[src/rtl/cordic_core.sv]
// CORDIC rotation-mode core: turns a Q3.13 angle into Q2.14 cosine and sine
// with one micro-rotation per enabled clock edge, then holds the result.
module cordic_core #(
    parameter int ITERATIONS = 16
) (
    input  logic               clk,
    input  logic               rst,
    input  logic               load,
    input  logic               en,
    input  logic signed [15:0] angle,
    output logic signed [15:0] cos_out,
    output logic signed [15:0] sin_out,
    output logic               done
);

    typedef enum logic [1:0] {
        IDLE,
        RUN,
        FINISH
    } state_t;

    // Starting x is the CORDIC gain K = 0.607253 in Q2.14, so the result needs no post-scaling.
    localparam logic signed [15:0] X_INIT    = 16'sd9949;
    // Largest legal angle magnitude, pi/2 in Q3.13.
    localparam logic signed [15:0] ANGLE_MAX = 16'sd12868;
    localparam logic signed [15:0] ANGLE_MIN = -16'sd12868;
    localparam logic [3:0]         LAST_ITER = 4'(ITERATIONS - 1);

    state_t             state;
    state_t             state_next;
    logic signed [15:0] x;
    logic signed [15:0] y;
    logic signed [15:0] z;
    logic signed [15:0] x_next;
    logic signed [15:0] y_next;
    logic signed [15:0] z_next;
    logic signed [15:0] z_init;
    logic signed [15:0] x_shift;
    logic signed [15:0] y_shift;
    logic [3:0]         iter;
    logic               step;
    logic               last_step;

    // atan(2^-i) in Q3.13, rounded half-up.
    function automatic logic signed [15:0] atan_entry(input logic [3:0] i);
        logic signed [15:0] t;
        case (i)
            4'd0:    t = 16'sd6434;
            4'd1:    t = 16'sd3798;
            4'd2:    t = 16'sd2007;
            4'd3:    t = 16'sd1019;
            4'd4:    t = 16'sd511;
            4'd5:    t = 16'sd256;
            4'd6:    t = 16'sd128;
            4'd7:    t = 16'sd64;
            4'd8:    t = 16'sd32;
            4'd9:    t = 16'sd16;
            4'd10:   t = 16'sd8;
            4'd11:   t = 16'sd4;
            4'd12:   t = 16'sd2;
            4'd13:   t = 16'sd1;
            4'd14:   t = 16'sd1;
            default: t = 16'sd0;
        endcase
        return t;
    endfunction

    // Clamp the incoming angle to +/- pi/2 so the rotation cannot overflow.
    always_comb begin
        z_init = angle;
        if (angle > ANGLE_MAX) begin
            z_init = ANGLE_MAX;
        end else if (angle < ANGLE_MIN) begin
            z_init = ANGLE_MIN;
        end
    end

    // One micro-rotation from the current registers; direction follows the sign of the residual angle.
    always_comb begin
        x_shift = x >>> iter;
        y_shift = y >>> iter;
        if (z >= 16'sd0) begin
            x_next = x - y_shift;
            y_next = y + x_shift;
            z_next = z - atan_entry(iter);
        end else begin
            x_next = x + y_shift;
            y_next = y - x_shift;
            z_next = z + atan_entry(iter);
        end
    end

    assign step      = (state == RUN) && en && !load;
    assign last_step = step && (iter == LAST_ITER);

    // State register.
    always_ff @(posedge clk) begin
        if (rst) begin
            state <= IDLE;
        end else begin
            state <= state_next;
        end
    end

    // Next state: load restarts from any state, the final rotation moves RUN to FINISH.
    always_comb begin
        state_next = state;
        if (load) begin
            state_next = RUN;
        end else if (last_step) begin
            state_next = FINISH;
        end
    end

    // Datapath and result registers; outputs only move on the final rotation or on reset.
    always_ff @(posedge clk) begin
        if (rst) begin
            x       <= '0;
            y       <= '0;
            z       <= '0;
            iter    <= '0;
            cos_out <= '0;
            sin_out <= '0;
            done    <= 1'b0;
        end else if (load) begin
            x    <= X_INIT;
            y    <= '0;
            z    <= z_init;
            iter <= '0;
            done <= 1'b0;
        end else if (step) begin
            x    <= x_next;
            y    <= y_next;
            z    <= z_next;
            iter <= iter + 4'd1;
            if (last_step) begin
                cos_out <= x_next;
                sin_out <= y_next;
                done    <= 1'b1;
            end
        end
    end

endmodule

[config.mk]
export PLATFORM = sky130hd
export DESIGN_NAME = cordic_core
export DESIGN_NICKNAME = d
export VERILOG_FILES = /design/src/rtl/cordic_core.sv
export SDC_FILE = /design/constraint.sdc
export NUM_CORES = 1
export LEC_CHECK = 0
export CORE_UTILIZATION = 40
export DETAILED_ROUTE_END_ITERATION = 7
export PLACE_DENSITY = 0.69
export SYNTH_ARGS = -nofsm -noshare
export SYNTH_HDL_FRONTEND = slang
export SYNTH_SLANG_ARGS = --single-unit
[constraint.sdc]
create_clock -name clk -period 9.4 [get_ports clk]
set_clock_uncertainty 0.1 [all_clocks]
set_input_delay 1.88 -clock clk [delete_from_list [all_inputs] [get_ports clk]]
set_output_delay 1.88 -clock clk [all_outputs]
set_load 0.005 [all_outputs]
==> summary.txt <==
min-delay worst type: reg -> reg
sw frac: 0.336
CTS H-Tree Depth: 3
first-pass GRT wire length: 36400 µm
Hold Crit Depth: 2
initial DRC count: 655
Post-synth ARST share: 0
Max Slew Vio Count: 0
row cnt: 52
synthesized cell area: 8300 µm²
Port Buffers: 52
peak supply drop: 0.0814 mV
synth warn: 0
clk_lat worst skew: 370 ps
run status: complete, no violations
type of origin of the critical path: flop
initial antenna violation count: 0
CORE AREA: 20300 µm²
Crit. Startpoint: iter[1]
leak pwr: 0.00347 µW
Post-Syn Nets: 1112
Worst Path Class, Setup: reg -> reg
Syn Inst Count: 1033
# fillers: 2015
vias in the first global route: 7154
pin count of the biggest net entering global routing: 65
1st-pass router iterations: 5
die height: 146 µm
fin nets: 1128
dpl hpwl: 16300 µm
register bit total from synthesis: 99
reg2reg end: cos_out[15]
final setup TNS: 0 ps
share of post-route cells with drive strength above 1: 0.0844
combinational share of power: 0.283
Area Overhead vs Synth: 11.9%
Hold Path Sink: sin_out[11]
CTS buffer count: 9
TritonCTS clock tree: built
FF-to-FF Start: iter[1]
worst-path maximum fanout: 51
CTS Buffer Depth: 2
routed vias: 7826
wire per inst: 17.0 µm
Post-synth EDFFs: 0
Max-cap violations: 0
GR Overflow Total: 0
R2R Setup Slk: 4190 ps
post-synthesis sequential area ratio: 0.239
number of remaining DRC errors: 0
pwr/cell area: 124 nW/µm²
worst r2r path cells: 16
sequential power share: 0.391
crit path time final: 5210 ps
Total GRT Usage: 0.213
Vias/cell: 5.91
Routability Congestion: 0.971
antenna cells: 0
Internal Power: 765 µW
fin crit share: 0.554
Post-DRT Antenna Nets: 0
# resized after CTS: 0
cell chosen for the clock root: clkbuf_16
Critical Path End Type: flop
CP arrival: 5320 ps
clock transition at the registers of the reported paths: 70 ps
I/O pin count: 53
Clk network pwr share: 0.325
Post-CTS Setup Inserts: 0
final hold violations: 0
CP max stage cell: mux4_2
Die Width: 146 µm
NetSw: 388 µW
Worst Hold Launch: sin_out[11]
RSZ-0062 raised after global routing: no
setup slack after layout: 4190 ps
Final Routed Wirelength: 22500 µm
Hold Buf Count CTS: 0
post-synth cell types: 76
worst slack at placement: 4230 ps
f_max: 0.192 GHz
Mean Syn Cell Area: 8.03 µm²
cell chain of the critical path: buf_4 -> mux4_2 -> mux2_2 -> a222oi_1 -> ha_1 -> and2_1 -> a31oi_1 -> xnor2_1 -> ha_1 -> or3_1 -> a211oi_1 -> o311ai_0 -> nand3_1 -> nand4b_1 -> xnor2_1 -> a211oi_2
die area: 21300 µm²
setup violators final: 0
Final Power: 1150 µW
max incr delay on CP: 590 ps
Slew HR: 0.380
Post-synth top flop: dfxtp_1
Finished Core Util: 0.457
Worst-Margin Slew: 928 ps
Starting Density: 0.409
CP required: 9520 ps
clk sinks: 99
[power groups by stage]
stage / Combinational, µW / Sequential (µW) / Clock, µW
after detailed placement: 324 / 460 / 0
after global placement: 322 / 460 / 0
final: 327 / 451 / 375
after global routing: 363 / 453 / 398
after CTS: 326 / 451 / 382
after floorplan: 259 / 452 / 0
[how the worst max path moves through the flow]
stage | endpoint | slack (ps)
floorplan | sin_out[14] | 4980
global placement | cos_out[15] | 4290
detailed placement | x[15] | 4230
CTS | cos_out[15] | 4210
global route | y[14] | 3690
finish | cos_out[15] | 4190
[kinds of logic after synthesis]
logic type                 after synthesis  synth area share
AOI/OAI and AO/OA                      304             0.238
xor gates and xnor gates                79            0.0834
adders and majority gates               59            0.0917
buffers and inverters                   95            0.0477
DFF                                     99             0.239
muxes                                   48             0.106
and+or+nand+nor                        349             0.194
[synthesized netlist by cell type, types with 11 or more instances]
| cell type | n | area (µm²) |
|---|---|---|
| nand2_1 | 152 | 571 |
| a21oi_1 | 106 | 531 |
| dfxtp_1 | 99 | 1980 |
| nor2_1 | 72 | 270 |
| ha_1 | 56 | 701 |
| xnor2_1 | 51 | 447 |
| o21ai_0 | 46 | 230 |
| clkbuf_1 | 36 | 135 |
| inv_1 | 32 | 120 |
| mux4_2 | 30 | 676 |
| xor2_1 | 28 | 245 |
| nand3_1 | 22 | 110 |
| a21o_1 | 21 | 158 |
| nor3_1 | 18 | 90.1 |
| a211oi_1 | 17 | 128 |
| a31oi_1 | 17 | 106 |
| nand2b_1 | 17 | 106 |
| buf_2 | 12 | 60.1 |
| mux2i_1 | 12 | 120 |
| o21a_1 | 12 | 90.1 |
| or3_1 | 11 | 68.8 |
[area by class of cell]
cell class	instances	area (µm²)	area share
multi-input combinational	839	5920	0.638
sequential	99	1980	0.214
timing repair buffer	66	621	0.0669
tap	270	338	0.0364
clock buffer	10	239	0.0258
inverter	34	128	0.0138
clock inverter	6	47.5	0.00512
[worst max-delay path: cells and delay by family (launching register included)]
| kind | cells | cell delay (ps) |
|---|---|---|
| compound gates | 5 | 1490 |
| fa+ha+maj | 2 | 480 |
| mux | 2 | 920 |
| flops | 1 | 310 |
| buf+inv | 1 | 490 |
| xor+xnor | 2 | 420 |
| simple gates | 4 | 830 |
[routing by layer]
| metal | up-vias | wire, µm | global-route usage |
|---|---|---|---|
| met5 | - | 0 | 0 |
| met4 | 0 | 497 | 0.0833 |
| met3 | 38 | 1450 | 0.0275 |
| met2 | 284 | 10600 | 0.352 |
| met1 | 3703 | 9890 | 0.282 |
| li1 | 3801 | - | - |
[per-stage QoR]
stage / hold slack, ps / area (µm²) / std cells
2_1_floorplan: 351 / 8300 / 1033
3_3_place_gp: 344 / 8990 / 1308
3_5_place_dp: 348 / 8990 / 1308
4_1_cts: 359 / 9280 / 1324
5_1_grt: 376 / 9280 / 1324
6_report: 354 / 9280 / 1324
[cell usage in the layout (no fill, tap or decap), types with 21 or more instances in the layout]
| cell | Yosys | layout |
|---|---|---|
| a21o_1 | 21 | 21 |
| a21oi_1 | 106 | 106 |
| clkdlybuf4s50_1 | 0 | 51 |
| dfxtp_1 | 99 | 97 |
| ha_1 | 56 | 56 |
| inv_1 | 32 | 32 |
| mux4_2 | 30 | 30 |
| nand2_1 | 152 | 152 |
| nand3_1 | 22 | 22 |
| nor2_1 | 72 | 71 |
| o21ai_0 | 46 | 46 |
| xnor2_1 | 51 | 51 |
| xor2_1 | 28 | 28 |
Power figures use the tool's default switching activity.
